==> src/rtl/serial_adder_ctrl.sv <==
// Bit-serial add/subtract controller: one full-adder slice reused per bit,
// LSB first, with start/ready handshake and a one-cycle done pulse.
module serial_adder_ctrl #(
    parameter int WIDTH = 8
) (
    input  logic             clk,
    input  logic             rst,
    input  logic             start,
    input  logic             sub,
    input  logic [WIDTH-1:0] a,
    input  logic [WIDTH-1:0] b,
    output logic             ready,
    output logic             busy,
    output logic             done,
    output logic [WIDTH-1:0] sum,
    output logic             carry,
    output logic             overflow
);

    localparam int CW = $clog2(WIDTH);
    localparam logic [CW-1:0] LAST = CW'(WIDTH - 1);

    typedef enum logic [1:0] {
        IDLE = 2'd0,
        RUN  = 2'd1,
        DONE = 2'd2
    } state_t;

    state_t           state;
    state_t           state_nxt;
    logic [CW-1:0]    cnt;
    logic [WIDTH-1:0] op_a;
    logic [WIDTH-1:0] op_b;
    logic             cff;
    logic             s;
    logic             co;
    logic             last;

    assign s    = op_a[0] ^ op_b[0] ^ cff;
    assign co   = (op_a[0] & op_b[0]) | (op_a[0] & cff) | (op_b[0] & cff);
    assign last = (cnt == LAST);

    always_ff @(posedge clk) begin
        if (rst) begin
            state <= IDLE;
        end else begin
            state <= state_nxt;
        end
    end

    always_comb begin
        state_nxt = state;
        unique case (state)
            IDLE:    if (start) state_nxt = RUN;
            RUN:     if (last) state_nxt = DONE;
            DONE:    state_nxt = IDLE;
            default: state_nxt = IDLE;
        endcase
    end

    assign ready = (state == IDLE);
    assign busy  = (state == RUN);
    assign done  = (state == DONE);

    always_ff @(posedge clk) begin
        if (rst) begin
            cnt      <= '0;
            op_a     <= '0;
            op_b     <= '0;
            cff      <= 1'b0;
            sum      <= '0;
            carry    <= 1'b0;
            overflow <= 1'b0;
        end else if (state == IDLE) begin
            if (start) begin
                // subtraction is a + ~b + 1; the +1 enters as the initial carry
                op_a     <= a;
                op_b     <= sub ? ~b : b;
                cff      <= sub;
                cnt      <= '0;
                sum      <= '0;
                carry    <= 1'b0;
                overflow <= 1'b0;
            end
        end else if (state == RUN) begin
            sum  <= {s, sum[WIDTH-1:1]};
            op_a <= op_a >> 1;
            op_b <= op_b >> 1;
            cff  <= co;
            if (last) begin
                cnt      <= '0;
                carry    <= co;
                overflow <= cff ^ co;
            end else begin
                cnt <= cnt + 1'b1;
            end
        end
    end

endmodule

==> config.mk <==
export PLATFORM = sky130hd
export DESIGN_NAME = serial_adder_ctrl
export DESIGN_NICKNAME = d
export VERILOG_FILES = /design/src/rtl/serial_adder_ctrl.sv
export SDC_FILE = /design/constraint.sdc
export NUM_CORES = 1
export LEC_CHECK = 0
export BUFFER_PORTS_ARGS = -buffer_cell sky130_fd_sc_hd__buf_2
export CORE_MARGIN = 8
export CORE_UTILIZATION = 41
export DETAILED_ROUTE_END_ITERATION = 10
export HOLD_SLACK_MARGIN = 0.1
export PLACE_DENSITY = 0.65
export REMOVE_ABC_BUFFERS = 1
export SLEW_MARGIN = 20
export SYNTH_ARGS = -nofsm -noshare
export SYNTH_HDL_FRONTEND = slang
export SYNTH_SLANG_ARGS = --single-unit
==> constraint.sdc <==
create_clock -name clk -period 1.6 [get_ports clk]
set_input_delay 0.16 -clock clk [delete_from_list [all_inputs] [get_ports clk]]
set_output_delay 0.16 -clock clk [all_outputs]
set_load 0.01 [all_outputs]
======== After elaboration in Yosys (flattened, before gate mapping) ========
Index checks and enable logic that the tools add are counted.
W data, S select, Z words.
cells by class
  add/subtract/negate cells ............... 1
  $mul .................................... 0
  div/mod/pow operators ................... 0
  $lt $le $gt $ge ......................... 0
  equal/unequal tests ..................... 5
  shift operators ......................... 0
  multiplexer cells ....................... 27
  bitwise operators ....................... 9
  reductions and logical operators ........ 6
operators with widths
  operator               number
  $mux W8                10
  $mux W3                4
  $mux W1                10
  $not A8 Y8             1
  $mux W2                2
  $pmux W2 S2            1
  $reduce_and A2 Y1      2
  $reduce_bool A2 Y1     2
  $add A3 B1 Y3 const B  1
  $and A1 B1 Y1          3
  $eq A3 B3 Y1 const B   1
  $reduce_and A3 Y1      1
  $xor A1 B1 Y1          3
  $eq A2 B1 Y1 const B   1
  $eq A2 B2 Y1 const B   1
  $logic_not A2 Y1       1
  $ne A2 B1 Y1 const B   1
  $ne A2 B2 Y1 const B   1
  $or A1 B1 Y1           2
word-level totals
  flip-flop bits (word level) ............. 32
  bits in latches ......................... 0
  RAM bits ................................ 0
  memory bits (read-only) ................. 0
  bits of input ports ..................... 20
  output and inout bits ................... 13
  word-level logic and storage cells ...... 56
  memories ................................ 0

======== Longest topological paths before layout ========
  depth after elaboration ................. 7
  gate-level depth with buffers ........... 7
  mapped depth without buffers ............ 5

======== Least setup slack after synthesis ========
OpenSTA, ideal clock, no wires.
  path kind ............................... reg-to-reg
  start ................................... register op_a[0]
  end ..................................... register overflow
  setup time .............................. 0.071 ns
  data arrival time ....................... 1.380 ns
  required time ........................... 1.529 ns
  setup slack ............................. 0.149 ns
  stages on the path, launching flop included .. 5
  buffers on the path ..................... 0
  clock period less this slack ............ 1.451 ns
  cells stage by stage .................... dfxtp_1 fa_1 xnor2_1 or4_1 a21oi_1
between the ends
  word-level cells in the longest chain between the ends .. 7
  elaborated cells on any way between the ends .. 8
  classes of those cells .................. mux (3); bitwise (5)
ends and longest elaborated chain
  item                           RTL line  text
  start: declaration             32        logic [WIDTH-1:0] op_a;
  start signal: assignment       87        op_a <= op_a >> 1;
  $and A1 B1 Y1                  40        assign co = (op_a[0] & op_b[0]) | (op_a[0] & cff) | (op_b[0] & cff);
  $or A1 B1 Y1 (*) (2 in a row)  40
  $xor A1 B1 Y1 (*)              93        overflow <= cff ^ co;
  $mux W1 (*)                    90        if (last) begin
  $mux W1 (*)                    85        end else if (state == RUN) begin
  $mux W1 (*)                    74        end else if (state == IDLE) begin
  end signal: assignment         93
  end: declaration               17        output logic overflow
Mark *: on every way between the ends. The rest lies on a longest branch, timed or not. The select of a mux whose other input is x is not followed.
A chain may end at the register's enable or synchronous reset.

======== Worst setup path after layout ========
Ends and elaborated chain as after synthesis.

==> results.md <==
- Worst-path cell chain: fa_1 -> xnor2_1 -> or4_1 -> a21oi_1
- GRT overflow: 0
- Library cells used by synthesis: 31
- Iter 0 DRT Violations: 117
- Count leader, synth: nor2_1
- Post-Syn Area: 1410 um^2
- Gpl congestion: 0.725
- Post-synth top area share: 45.4%
- Setup violators final: 0
- Chip width: 74.7 um
- Clock Tree Buf Depth: 2
- Async set-reset flop share out of synthesis: 0%
- Initial core utilization: 42.6%
- Period utilization: 95.1%
- H-Tree Depth: 2
- Max Slew Vio Count: 0
- CTS Sinks: 32
- Layout Nets: 222
- Slowest CP cell: fa_1
- WP data required: 1.86 ns
- Worst vdd rail ir drop: 0.000469 V
- P per Cell Area: 904 nW/um^2
- Top post-synthesis cells by count: nor2_1, dfxtp_1, a22oi_1
- Detail Placement HPWL: 2210 um
- Seq/Total Area, Yosys: 45.4%
- Clock transition at path regs: 0.10 ns
- Layout Utilization: 53.4%
- CP bufs+invs: 0
- PortBufs: 32
- Hold Vio Cnt, Final: 0
- Final ANT Viol Nets: 0
- Status: finished clean
- Core Area: 3310 um^2
- Final setup margin: 0.0783 ns
- CP delay by family, top: adder cells
- Post-Route WL: 3150 um
- Root buffer cell: clkbuf_4
- Warnings from Yosys: 0
- Synth Flop Type: dfxtp_1
- All-Layer GR Usage: 12.4%
- Initial antenna violation count: 0
- Syn Area/Cell: 8.99 um^2
- Yosys reg bits: 32
- Post-synth EDFFs: 0
- CP Launch Type: register
- Die area: 5580 um^2
- Area leader, netlist: dfxtp_1
- P&R area growth vs syn: 25.4%
- Post-Synthesis Cells: 157
- Diode count: 0
- Initial DRT Pass Iterations: 4
- Crit path largest cell delay: 0.45 ns
- Row count: 21
- Critical path class: reg2reg
- DR WL/cell: 12.8 um
- Clock skew: 0.00526 ns
- Maxcap violations: 0
- Setup TNS Final: 0 ns
- Layout cells sized above 1: 27.5%
- Rel. slew slack: 60.6%
- Vias: 1,242
- RSZ-0062 raised after global routing: false
- Pleak: 0.753 nW
- Ports: 33
- Critical path peak fanout: 2
- Hold Path Class: in2reg
- First-pass GRT wire length: 5460 um
- Cts bufs inserted: 5
- Die Y: 74.7 um
- Vias/cell: 5.05
- Vias in the first global route: 1,263
- CP endpoint kind: register
- Most area-consuming cells after synthesis: dfxtp_1, nor2_1, a22oi_1
- Drt drc: 0
- Final Critical Period: 1.52 ns
- Pre-CTS setup slack: 0.0945 ns
- Pin count of the biggest net entering global routing: 33
- Fmax: 657 MHz
- Worst-Skew Late Latency: 0.33 ns
- CTS tree: yes
- Crit path DAT: 1.79 ns
- Slew @ Worst Pin: 0.591 ns
==> tightest hold or removal path: stages <==
cell	delay (ns)
buf_2	0.08
xnor2_1	0.10
a2111oi_1	0.06
==> worst paths after layout <==
path            from       end  slack (ns)  cells after the start
min reg2reg  op_b[7]   op_b[7]        0.46                      2
min             b[5]   op_b[5]        0.13                      3
max reg2reg  op_a[0]  overflow        0.08                      4
max          op_a[0]  overflow        0.08                      4
==> cell type report <==
type	count	area, um^2
fillers	343	1540
multi-input cells	109	687
flip-flops and latches	32	646
repair buffers	49	308
well taps	46	57.6
clock buffers	6	51.3
clock inverters	2	10.0
inverters	2	10.0
==> report_power, final <==
part	leakage (nW)	switching [W]	total (W)	internal (W)
logic	0.451	0.000125	0.000242	0.000117
registers	0.264	0.0000305	0.000873	0.000842
clock network	0.0380	0.000276	0.000485	0.000209
total	0.753	0.000432	0.00160	0.00117
==> layout by cell type, fill, tap and decap left out, drive strengths merged, types with 2 or more instances in the layout <==
master | Yosys | routed
buf | 10 | 41
nor2 | 36 | 36
dfxtp | 32 | 32
a22oi | 12 | 12
o21ai | 10 | 10
nand2 | 8 | 8
xnor2 | 8 | 8
dlygate4sd3 | 0 | 8
a311oi | 7 | 7
a2111oi | 7 | 7
clkbuf | 4 | 6
a21oi | 4 | 4
mux2i | 2 | 2
nor3 | 2 | 2
ha | 2 | 2
clkinv | 0 | 2
inv | 2 | 2
==> cell families after synthesis <==
| family | share of synthesized area [%] |
|---|---|
| AOI/OAI and AO/OA | 23.0 |
| adders and majority gates | 3.19 |
| xor gates and xnor gates | 5.59 |
| DFF | 45.4 |
| buffers and inverters | 5.94 |
| muxes | 1.42 |
| and+or+nand+nor | 15.5 |
==> routing by layer <==
layer | vias to the layer above | GRT usage, % | wire, um
met2 | 22 | 19.7 | 1480
met1 | 578 | 14.6 | 1510
met5 | - | 0 | 0
li1 | 637 | - | -
met3 | 5 | 3.73 | 117
met4 | 0 | 6.52 | 49
==> sequential cells by signal (all words and copies together), names as in the netlist <==
register / count
op_b: 8
overflow: 1
op_a: 8
cff: 1
carry: 1
state: 2
sum: 8
cnt: 3
==> per-stage QoR <==
| step | cells | area [um^2] | hold slack [ns] | total power (W) |
|---|---|---|---|---|
| 2_1_floorplan | 143 | 1340 | 0.229 | 0.00102 |
| 3_3_place_gp | 230 | 1620 | 0.408 | 0.00111 |
| 3_5_place_dp | 230 | 1620 | 0.435 | 0.00112 |
| 4_1_cts | 246 | 1760 | 0.121 | 0.00162 |
| 5_1_grt | 246 | 1770 | 0.123 | 0.00169 |
| 6_report | 246 | 1770 | 0.128 | 0.00160 |
==> what timing repair did <==
action / 4_1_cts / 5_1_grt
endpoints found under the setup margin: 1 / 1
gates resized for setup: 2 / 2
hold endpoints to repair: 8 / 0
buffers inserted: 0 / 0
hold buffers: 8 / 0
Power figures use the tool's default switching activity.
